--- src/rtl/univ_shift_reg.sv ---
`default_nettype none
// ============================================================================
//  Module      : univ_shift_reg
//  Description : Parametrised universal shift register (hold / shift right /
//                shift left / parallel load) with serial outputs at both ends,
//                a shared shift counter and a per-word completion pulse.
//                Acts as the SERDES element between serial links and
//                word-wide datapaths.
//  Optional    : USR_PARITY_EN - when defined, parity is a register that
//                always equals ^q; when undefined, parity is tied to 0.
//                The port list is the same in both builds.
//  Ports       : clk        rising-edge clock
//                reset      synchronous, active-high reset
//                en         clock enable (0 = all state holds)
//                mode       00 hold, 01 shift right, 10 shift left, 11 load
//                sin_r      serial input entering at MSB on a right shift
//                sin_l      serial input entering at LSB on a left shift
//                d          parallel load data
//                q          register contents
//                sout_r     q[0], bit leaving on a right shift
//                sout_l     q[WIDTH-1], bit leaving on a left shift
//                shift_cnt  shifts since last load, reset or word completion
//                word_done  one-cycle pulse after WIDTH shifts
//                parity     XOR of q (optional, see above)
//  Revision    : 1.0 - initial release
// ============================================================================
module univ_shift_reg #(
    parameter int WIDTH = 8,
    localparam int CNT_W = $clog2(WIDTH)
) (
    input  logic             clk,
    input  logic             reset,
    input  logic             en,
    input  logic [1:0]       mode,
    input  logic             sin_r,
    input  logic             sin_l,
    input  logic [WIDTH-1:0] d,
    output logic [WIDTH-1:0] q,
    output logic             sout_r,
    output logic             sout_l,
    output logic [CNT_W-1:0] shift_cnt,
    output logic             word_done,
    output logic             parity
);

    localparam logic [1:0]       c_MODE_HOLD  = 2'b00;
    localparam logic [1:0]       c_MODE_RIGHT = 2'b01;
    localparam logic [1:0]       c_MODE_LEFT  = 2'b10;
    localparam logic [1:0]       c_MODE_LOAD  = 2'b11;
    localparam logic [CNT_W-1:0] c_CNT_LAST   = CNT_W'(WIDTH - 1);

    logic [WIDTH-1:0] r_q;
    logic [CNT_W-1:0] r_cnt;
    logic             r_word_done;

    logic [WIDTH-1:0] w_q_next;
    logic [CNT_W-1:0] w_cnt_next;
    logic             w_done_next;
    logic             w_shift;

    // Both shift directions advance the same word counter.
    assign w_shift = en && ((mode == c_MODE_RIGHT) || (mode == c_MODE_LEFT));

    always_comb begin
        w_q_next    = r_q;
        w_cnt_next  = r_cnt;
        w_done_next = 1'b0;
        if (en) begin
            case (mode)
                c_MODE_HOLD:  w_q_next = r_q;
                c_MODE_RIGHT: w_q_next = {sin_r, r_q[WIDTH-1:1]};
                c_MODE_LEFT:  w_q_next = {r_q[WIDTH-2:0], sin_l};
                c_MODE_LOAD:  w_q_next = d;
                default:      w_q_next = r_q;
            endcase
        end
        if (w_shift) begin
            // Wrapping on the last shift of a word lets back-to-back words
            // pulse word_done every WIDTH shifts without a gap.
            if (r_cnt == c_CNT_LAST) begin
                w_cnt_next  = '0;
                w_done_next = 1'b1;
            end else begin
                w_cnt_next  = r_cnt + 1'b1;
            end
        end else if (en && (mode == c_MODE_LOAD)) begin
            // A load discards any partial word without reporting it.
            w_cnt_next = '0;
        end
    end

    always_ff @(posedge clk) begin
        if (reset) begin
            r_q         <= '0;
            r_cnt       <= '0;
            r_word_done <= 1'b0;
        end else begin
            r_q         <= w_q_next;
            r_cnt       <= w_cnt_next;
            r_word_done <= w_done_next;
        end
    end

`ifdef USR_PARITY_EN
    logic r_parity;

    // Loaded from the next value of q so it tracks ^q with no extra latency.
    always_ff @(posedge clk) begin
        if (reset) begin
            r_parity <= 1'b0;
        end else begin
            r_parity <= ^w_q_next;
        end
    end

    assign parity = r_parity;
`else
    assign parity = 1'b0;
`endif

    assign q         = r_q;
    assign sout_r    = r_q[0];
    assign sout_l    = r_q[WIDTH-1];
    assign shift_cnt = r_cnt;
    assign word_done = r_word_done;

endmodule
`default_nettype wire
--- config.mk ---
export PLATFORM = sky130hd
export DESIGN_NAME = univ_shift_reg
export DESIGN_NICKNAME = d
export VERILOG_FILES = /design/src/rtl/univ_shift_reg.sv
export SDC_FILE = /design/constraint.sdc
export NUM_CORES = 1
export LEC_CHECK = 0
export ABC_CLOCK_PERIOD_IN_PS = 1250
export BUFFER_PORTS_ARGS = -buffer_cell sky130_fd_sc_hd__buf_2
export CAP_MARGIN = 5
export CORE_MARGIN = 2
export CORE_UTILIZATION = 40
export CTS_CLUSTER_SIZE = 20
export DETAILED_ROUTE_END_ITERATION = 10
export GPL_TIMING_DRIVEN = 1
export PLACE_DENSITY = 0.73
export SETUP_SLACK_MARGIN = 0.1
export SLEW_MARGIN = 5
export SYNTH_ARGS = -nofsm -noshare
export SYNTH_HDL_FRONTEND = slang
export SYNTH_SLANG_ARGS = --single-unit
--- constraint.sdc ---
create_clock -name clk -period 1.25 [get_ports clk]
set_input_delay 0.1875 -clock clk [delete_from_list [all_inputs] [get_ports clk]]
set_output_delay 0.1875 -clock clk [all_outputs]
set_load 0.02 [all_outputs]
After elaboration in Yosys (flattened, before gate mapping)
Index checks and enable logic that the tools add are counted.
- multiply operators: 0
- shift operators: 0
- equal/unequal tests: 4
- bitwise gates (word level): 2
- magnitude comparators: 0
- add/sub/neg operators: 1
- div/mod/pow operators: 0
- multiplexer cells: 5
- reduce and logical (&&, ||, !) cells: 7
- operator list (cell ; number):
    8-bit one-hot mux with 3 select lines ; 1
    3-bit two-way mux ; 3
    2-bit == test, second input constant ; 2
    3-bit by 1-bit adder with 3-bit output, second input constant ; 1
    3-bit == test, second input constant ; 1
    2-bit by 1-bit == test with 1-bit output, second input constant ; 1
    1-bit logical AND ; 2
    2-bit logical NOT ; 1
    1-bit inverter ; 2
    2-bit AND reduction ; 1
    2-bit nonzero test ; 1
    2-bit OR reduction ; 1
    1-bit logical OR ; 1
    1-bit two-way mux ; 1
- memories: 0
- bits in writable memories: 0
- latch bits: 0
- output and inout bits: 15
- bits in read-only memories: 0
- logic and storage cells: 22
- bits in registers: 12

Depth between registers and ports, before layout
- word-level depth: 5
- gate-level depth with buffers: 7
- gate-level depth less buffers: 5

Least setup slack after synthesis
No wires, ideal clock.
- kind: register -> register
- start: reg r_cnt[0], in the netlist shift_cnt[0]
- end: reg r_cnt[0], in the netlist shift_cnt[0]
- data required time: 1.179 ns
- cell stages (with the launch flop): 5
- setup slack: -0.038 ns
- arrival time: 1.217 ns
- setup time: 0.071 ns
- cell sequence: dfxtp_1 -> ha_1 -> ha_1 -> or3_1 -> a21oi_1
- cells in the longest elaborated chain, start to end: 3
- RTL lines (item ; RTL line ; text):
    start, declared ; 53 ; logic [CNT_W-1:0] r_cnt;
    start signal, assigned ; 99 ; r_cnt <= w_cnt_next;
    3-bit by 1-bit adder with 3-bit output / 3-bit == test (equally long branches) ; 84, 80 ;
    3-bit two-way mux (*) ; 80 ; if (r_cnt == c_CNT_LAST) begin
    3-bit two-way mux (*) ; 77 ; if (w_shift) begin
Mark *: on every way between the ends. The rest lies on a longest branch, timed or not.
A chain may end at the register's enable or synchronous reset.

Worst setup path after layout
Same ends and word-level chain as after synthesis.

==> key figures <==
Global routing
  • Global-route wire length before repair: 2366 um
  • Largest net degree at the start of global routing: 17
  • GRT Util Overall: 16.23%
  • Vias in the first global route: 565
  • Grt total ovfl: 0
  • Initial antenna violation count: 0

Die
  • Die ar.: 1975 um^2
  • Die height: 44.45 um
  • Total core area: 1524 um^2
  • I/O pin count: 30
  • Die width: 44.45 um
  • Rows: 14
  • Initial core utilization: 42.94%

Power
  • Peak VDD IR: 529.7 uV
  • Leak Pwr: 0.4015 nW
  • Overall power: 0.9732 mW
  • Power per Cell Area: 1119 nW/um^2

Place
  • I/O Buffers: 28
  • RePlAce Congestion: 0.7692
  • Post-DP HPWL: 1130 um
  • Pre-CTS WS: -0.1009 ns

Clocking
  • TritonCTS buffer count: 3
  • Worst-skew pair later-pin latency: 0.27 ns
  • Clk sinks: 12
  • Root Buffer: clkbuf_4
  • H-tree depth: 1
  • CTS clock-pin slew for the worst setup and hold paths: 0.08 ns
  • CTS tree: yes
  • Clock buffer depth: 2

Critical path
  • Cells on worst reg2reg path: 4
  • Arrival time worst endpoint: 1.38 ns
  • CP startpoint: shift_cnt[0]
  • CP Launch Type: flip-flop
  • Worst Path Required: 1.45 ns
  • Reg2reg start: shift_cnt[0]
  • WS Path Type: reg2reg
  • Setup slack, reg-to-reg: 0.08 ns
  • Crit-path max FO: 2
  • R2r endpoint: shift_cnt[0]
  • CP Capture Type: flip-flop
  • Crit path capture: shift_cnt[0]

Timing
  • Hold WS: 0.1809 ns
  • Period minus WS final: 1.174 ns
  • Clock skew: 0.001364 ns
  • Post-route setup slack: 0.07598 ns
  • Fin crit share: 93.92%
  • Slew Limit Fails: 0
  • Unrepaired setup endpoints after global routing: true
  • Setup-failing EPs final: 0
  • Final Hold Fails: 0
  • Fmax: 0.8518 GHz

Run
  • Total of max-cap violations: 0

Yosys
  • Gate Count Post-Synth: 72
  • Seq cells post-synth: 12
  • Async set or reset register ratio after synthesis: 0%
  • Post-synth EDFFs: 0
  • Register area share after synthesis: 36.71%
  • Post-Syn Area: 654.4 um^2
  • Post-synthesis cell type count: 21
  • Synth warnings: 0
  • Avg Cell Area, Syn: 9.089 um^2
  • Net Count, Synth: 92
  • Main synth FF type: dfxtp_1

Finish
  • Fill cells: 155
  • Multi-input gate area: 362.8 um^2
  • Most frequent cells in the layout: buf_2, nand2_1, nor2_1, dfxtp_1, a22oi_1
  • Share of cells above drive strength 1: 45.10%
  • Area Overhead vs Synth: 32.89%
  • # diodes: 0
  • Final #Nets: 123
  • Register Area: 245.2 um^2
  • Commonest non-fill, non-tap cell in the layout: buf_2

Detailed routing
  • Initial DRT Pass Iterations: 4
  • Vias per std cell: 5.415
  • 1st-iter DRT viols: 13
  • Antenna Nets Post-Route: 0
  • DRC viols: 0
  • Drt wl/cell: 12.64 um
  • Vias: 639
  • Routed wire length: 1491 um

Run status
  • Outcome: finished clean

Worst hold path
  • Worst hold-check path type: in2reg
flip-flops by register name, summed over array words and instances (netlist names):
name / count
shift_cnt: 3
word_done: 1
q: 8
where the power goes:
group | internal (mW) | switching (mW) | leakage (nW) | total, mW
Sequential | 0.406 | 0.0225 | 0.0998 | 0.429
Combinational | 0.100 | 0.130 | 0.281 | 0.230
Clock | 0.177 | 0.138 | 0.0210 | 0.315
worst min-delay path by stage:
stage	startpoint	cells past startpoint	end
after floorplan	reset	1	q[5]
after global placement	sin_r	3	q[7]
after detailed placement	sin_r	3	q[7]
after CTS	sin_r	3	q[7]
after global routing	sin_r	3	q[7]
final	sin_r	3	q[7]
layout make-up:
cell class | count | area share [%]
inverter | 2 | 0.8633
tap | 16 | 2.302
timing repair buffer | 34 | 22.73
clock buffer | 4 | 4.173
sequential | 12 | 28.20
multi-input combinational | 50 | 41.73
synthesized netlist by cell type (2+ instances only):
library cell  number  share of area [%]
buf_4              3                3.4
dfxtp_1           12                 37
a311oi_2           2                4.6
ha_1               5                9.6
inv_1              2                1.1
nand2_1           10                5.7
nor2_1            10                5.7
a32oi_1            2                2.7
a22oi_1            8                9.2
a311oi_1           6                8.0
buf_2              2                1.5
timing repair:
action / in CTS / in global routing
pin swaps: 1 / 1
gates resized for setup: 1 / 1
setup buffers: 1 / 0
endpoints found under the setup margin: 1 / 1
hold buffers: 0 / 0
hold endpoints to repair: 0 / 0
kinds of logic (layout without fill, tap and decap cells):
kind of cell,count (synthesis),after routing,share of synthesized area (%)
compound gates,20,20,26.00
fa+ha+maj,5,5,9.560
buf+inv,10,40,10.71
flops,12,12,36.71
other cells,1,1,0.5731
simple gates,24,24,16.45
routing by layer:
layer  part of all wire, %  vias up  GRT usage (%)
met1                    45      298          19.06
met3                   7.1        2          6.531
met5                     0        -              0
li1                      -      320              -
met4                  0.60        0          5.455
met2                    47       19          26.76
through the flow:
stage / std cells / utilization (%) / cell area [um^2] / setup TNS [ns]
after floorplan: 72 / - / 671.9 / 0
after global placement: 113 / 53.78 / 819.5 / -0.2771
after detailed placement: 113 / 53.78 / 819.5 / -0.6484
after CTS: 118 / 56.81 / 865.8 / 0
after global routing: 118 / 57.06 / 869.6 / 0
final: 118 / 57.06 / 869.6 / 0
worst max-delay path, cell delays in order (launching register included):
cell     delay [ns]
dfxtp_4        0.36
ha_4           0.15
ha_2           0.16
or3_1          0.32
a21oi_2        0.12
Power figures use the tool's default switching activity.
